--- config.mk ---
export PLATFORM = sky130hd
export DESIGN_NAME = drum_acc
export DESIGN_NICKNAME = d
export VERILOG_FILES = /design/src/rtl/drum_acc.sv
export SDC_FILE = /design/constraint.sdc
export NUM_CORES = 1
export LEC_CHECK = 0
export CORE_ASPECT_RATIO = 1.5
export CORE_UTILIZATION = 43
export CTS_BUF_LIST = sky130_fd_sc_hd__clkbuf_16
export CTS_CLUSTER_SIZE = 14
export DETAILED_ROUTE_END_ITERATION = 8
export PLACE_DENSITY_LB_ADDON = 0.08
export SLEW_MARGIN = 25
export SYNTH_ARGS = -nofsm -noshare
export SYNTH_HDL_FRONTEND = slang
export SYNTH_SLANG_ARGS = --single-unit
--- constraint.sdc ---
create_clock -name clk -period 6.9 [get_ports clk]
set_input_delay 1.38 -clock clk [delete_from_list [all_inputs] [get_ports clk]]
set_output_delay 1.38 -clock clk [all_outputs]
set_load 0.02 [all_outputs]
--- src/rtl/drum_acc.sv ---
// drum_acc: saturating signed frame accumulator for the DRUM product stream.
// Products arrive on a valid/ready input and each frame's sum is returned on a second valid/ready output.
module drum_acc #(
  parameter int PROD_W = 16,
  parameter int ACC_W  = 24,
  parameter int CNT_W  = 8
) (
  input  logic              clk,
  input  logic              rst_n,
  input  logic              clr,
  input  logic [CNT_W-1:0]  cfg_len,
  input  logic              in_valid,
  output logic              in_ready,
  input  logic [PROD_W-1:0] in_prod,
  input  logic              in_last,
  output logic              out_valid,
  input  logic              out_ready,
  output logic [ACC_W-1:0]  out_acc,
  output logic [CNT_W-1:0]  out_cnt,
  output logic              out_sat
);
  typedef enum logic {ACC, HOLD} state_t;
  localparam logic [ACC_W-1:0] ACC_MAX = {1'b0, {(ACC_W-1){1'b1}}};
  localparam logic [ACC_W-1:0] ACC_MIN = {1'b1, {(ACC_W-1){1'b0}}};
  state_t             state_q, state_d;
  logic [ACC_W-1:0]   acc_q, acc_d, oacc_q, oacc_d, acc_nx;
  logic [CNT_W-1:0]   cnt_q, cnt_d, ocnt_q, ocnt_d, cnt_inc;
  logic               sat_q, sat_d, osat_q, osat_d;
  logic [ACC_W:0]     sum;
  logic               fire, ovf, frame_end;
  always_comb begin
    fire      = in_valid & (state_q == ACC);
    sum       = {acc_q[ACC_W-1], acc_q} + {{(ACC_W+1-PROD_W){in_prod[PROD_W-1]}}, in_prod};
    // Overflow of the ACC_W range shows up as disagreeing top two bits of the widened sum.
    ovf       = sum[ACC_W] ^ sum[ACC_W-1];
    acc_nx    = ovf ? (sum[ACC_W] ? ACC_MIN : ACC_MAX) : sum[ACC_W-1:0];
    cnt_inc   = cnt_q + 1'b1;
    frame_end = in_last | ((cfg_len != '0) && (cnt_inc == cfg_len));
    state_d   = state_q;
    acc_d     = acc_q;
    cnt_d     = cnt_q;
    sat_d     = sat_q;
    oacc_d    = oacc_q;
    ocnt_d    = ocnt_q;
    osat_d    = osat_q;
    if (clr) begin
      state_d = ACC;
      acc_d   = '0;
      cnt_d   = '0;
      sat_d   = 1'b0;
    end else if (fire) begin
      acc_d = acc_nx;
      cnt_d = cnt_inc;
      sat_d = sat_q | ovf;
      if (frame_end) begin
        state_d = HOLD;
        oacc_d  = acc_nx;
        ocnt_d  = cnt_inc;
        osat_d  = sat_q | ovf;
      end
    end else if (state_q == HOLD && out_ready) begin
      state_d = ACC;
      acc_d   = '0;
      cnt_d   = '0;
      sat_d   = 1'b0;
    end
  end
  always_ff @(posedge clk or negedge rst_n) begin
    if (!rst_n) begin
      state_q <= ACC;
      acc_q   <= '0;
      cnt_q   <= '0;
      sat_q   <= 1'b0;
      oacc_q  <= '0;
      ocnt_q  <= '0;
      osat_q  <= 1'b0;
    end else begin
      state_q <= state_d;
      acc_q   <= acc_d;
      cnt_q   <= cnt_d;
      sat_q   <= sat_d;
      oacc_q  <= oacc_d;
      ocnt_q  <= ocnt_d;
      osat_q  <= osat_d;
    end
  end
  assign in_ready  = (state_q == ACC);
  assign out_valid = (state_q == HOLD);
  assign out_acc   = oacc_q;
  assign out_cnt   = ocnt_q;
  assign out_sat   = osat_q;
endmodule

==> metrics <==
status finished clean; Resize count post-CTS 0; final setup TNS 0 ps; Crit. End Element flop; Synthesized Nets 515; Netlist Area Pre-Place 0.00426 sq mm; reg2reg start cnt_q[0]; met3 WL 479 um; clk root buf clkbuf_16; DR vias/cell 5.76; antenna-violating nets left 0; Synth area leader dfrtp_1; routability cong. 0.862; top cells by count, synth dfrtp_1 (67), nand2_1 (57), a21oi_1 (39); Clock Sinks 67; Min-Delay Path Depth 2; fin crit period 4410 ps; post-synthesis sequential area ratio 0.393; DP Worst Slack 2140 ps; Final Instance Count excl. Fillers 635; Req. time, crit path 7110 ps; Fmax 227 MHz; Avg WL per Cell 18.0 um; leakage 0.00239 uW; clock latency on the worst-skew pair 330 ps; First DRT Iteration DRCs 165; Hold Buf Count CTS 0; Pwr Density 395 mW/mm^2; 1st-pass router iterations 5; CTS tree built; core area 0.00963 sq mm; DRC viols 0; io pins 65; Worst Setup SP in_prod[15]; die footprint 0.0103 sq mm; initial core utilization 0.443; async set-reset flop share out of synthesis 1.00; # diodes 0; WHS Endpoint out_acc[15]; fin nets 571; fillers 924; hold crit path type flop to flop; r2r worst-path depth 8; worst vdd ir 0.185 mV; Routed met1 length 4700 um; critical path data arrival time 4620 ps; Reg clk slew, reported paths 50 ps; Inserted Clock Buffers 9; Die H 124 um; unrepaired setup endpoints after global routing false; Synth Register Bits 67; worst setup margin 2490 ps; H-tree levels 3; Ys Warns 0; post-synth top area share 0.393; vias in the first global route 3743; crit path kind primary input to flop; Post-Place Cells 619; layout cells sized above 1 0.0712; RR Endpoint out_acc[20]; most frequent cell after synthesis dfrtp_1; top cells by area, synth dfrtp_1 (39%), ha_1 (7.3%), nand2_1 (5.0%), a21oi_1 (4.6%), o21ai_0 (3.8%); Finished Cell Area 0.00527 sq mm; Avg Cell Area, Syn 9.29 sq um; post-DP HPWL 8460 um; P&R area growth vs syn 23.7%; Final period util 0.639; IO Port Bufs 64; Tot Pwr 2090 uW; worst slew pin tran 960 ps; pin count of the biggest net entering global routing 68; DR top layer met4; CP max FO 14; reg2reg setup slack 3640 ps; initial antenna violation count 0; deepest clock path buffer count 2; die width 83.3 um; Hold Crit Start out_acc[15]; met2 wire length 5840 um; Via Count 3660; overall routing resource usage 0.236; placed instance area 0.00498 sq mm; Slew Limit Headroom 0.358; Synth Flop Type dfrtp_1; clk_skew 5.42 ps; Max Cap Violations 0; Setup Buffers After CTS 0; Core Rows 44; first-pass GRT wire length 18900 um; final setup fails 0; total wire length 11500 um; Post-synth EDFFs 0; Final Hold Viols 0; total gr overflow 0; cells after synthesis 459; crit path launch type primary input; post-synth cell types 56; count of pins over their slew limit 0
-- area by class of cell --
class	instances	area, sq um	share of cell area
multi-input cells	361	2470	0.468
inverters	9	33.8	0.00641
repair buffers	67	658	0.125
flip-flops and latches	67	1680	0.318
well taps	115	144	0.0273
clock inverters	7	68.8	0.0130
clock buffers	9	225	0.0427
-- worst max path at each step --
stage / end / slack [ps] / depth (start not counted)
after floorplan: acc_q[12] / 3140 / 11
after global placement: acc_q[22] / 2200 / 10
after detailed placement: out_acc[2] / 2140 / 10
after CTS: acc_q[15] / 2460 / 10
after global routing: acc_q[15] / 2180 / 10
final: acc_q[4] / 2490 / 10
-- per-layer routing --
| layer | global-route usage | up-vias |
|---|---|---|
| li1 | - | 1791 |
| met3 | 0.0437 | 23 |
| met2 | 0.418 | 87 |
| met1 | 0.278 | 1759 |
| met5 | 0 | - |
| met4 | 0.112 | 0 |
-- registers in the layout, summed over array words and instances (netlist names) --
signal,flops
acc_q,24
cnt_q,8
out_acc,24
out_cnt,8
out_sat,1
out_valid,1
sat_q,1
-- cell families after synthesis --
family / count (synthesis) / share of synthesized area
DFF: 67 / 0.393
muxes: 11 / 0.0282
AOI/OAI and AO/OA: 151 / 0.239
xor gates and xnor gates: 33 / 0.0710
and+or+nand+nor: 140 / 0.158
adders and majority gates: 26 / 0.0781
buffers and inverters: 31 / 0.0326
-- power breakdown --
group          switching (uW)  total (uW)  internal, uW
registers                82.5         600           517
clock network             178         456           278
logic                     584        1030           445
-- critical path: stages --
cell	delay (ps)
clkdlybuf4s50_1	630
ha_1	500
a21o_1	190
a21oi_1	190
nor2b_1	70
a311oi_1	390
nand3_1	280
o31a_1	370
and2_4	310
a221o_1	310
-- stage by stage --
| step | hold WS [ps] | util |
|---|---|---|
| floorplan | 451 | - |
| global route | 514 | 0.547 |
| finish | 480 | 0.547 |
| CTS | 487 | 0.547 |
| global placement | 464 | 0.517 |
| detailed placement | 475 | 0.517 |
-- placed cells by master, fill, tap and decap left out, drive strengths merged, types with 3 or more instances in the layout --
cell type      Yosys  routed
xor2              15      15
mux2i              3       3
and3               5       5
nor3               9       9
a211oi             7       7
a31oi              7       7
ha                25      25
and2               5       5
a21oi             40      40
a22o               6       6
a211o              5       5
a21o              14      14
xnor2             17      17
clkdlybuf4s50      0      63
buf               12       4
a221o             12      12
nand4              3       3
o21bai             4       4
o21ai             32      32
dfrtp             67      67
nand2b             3       3
o31ai              7       7
inv                9       9
nor2              22      22
nand2             57      57
nor2b             15      15
mux2               8       8
nand3             11      11
nor4               3       3
clkinv             0       4
clkbuf            10       9
(Power assumes the default switching activity.)
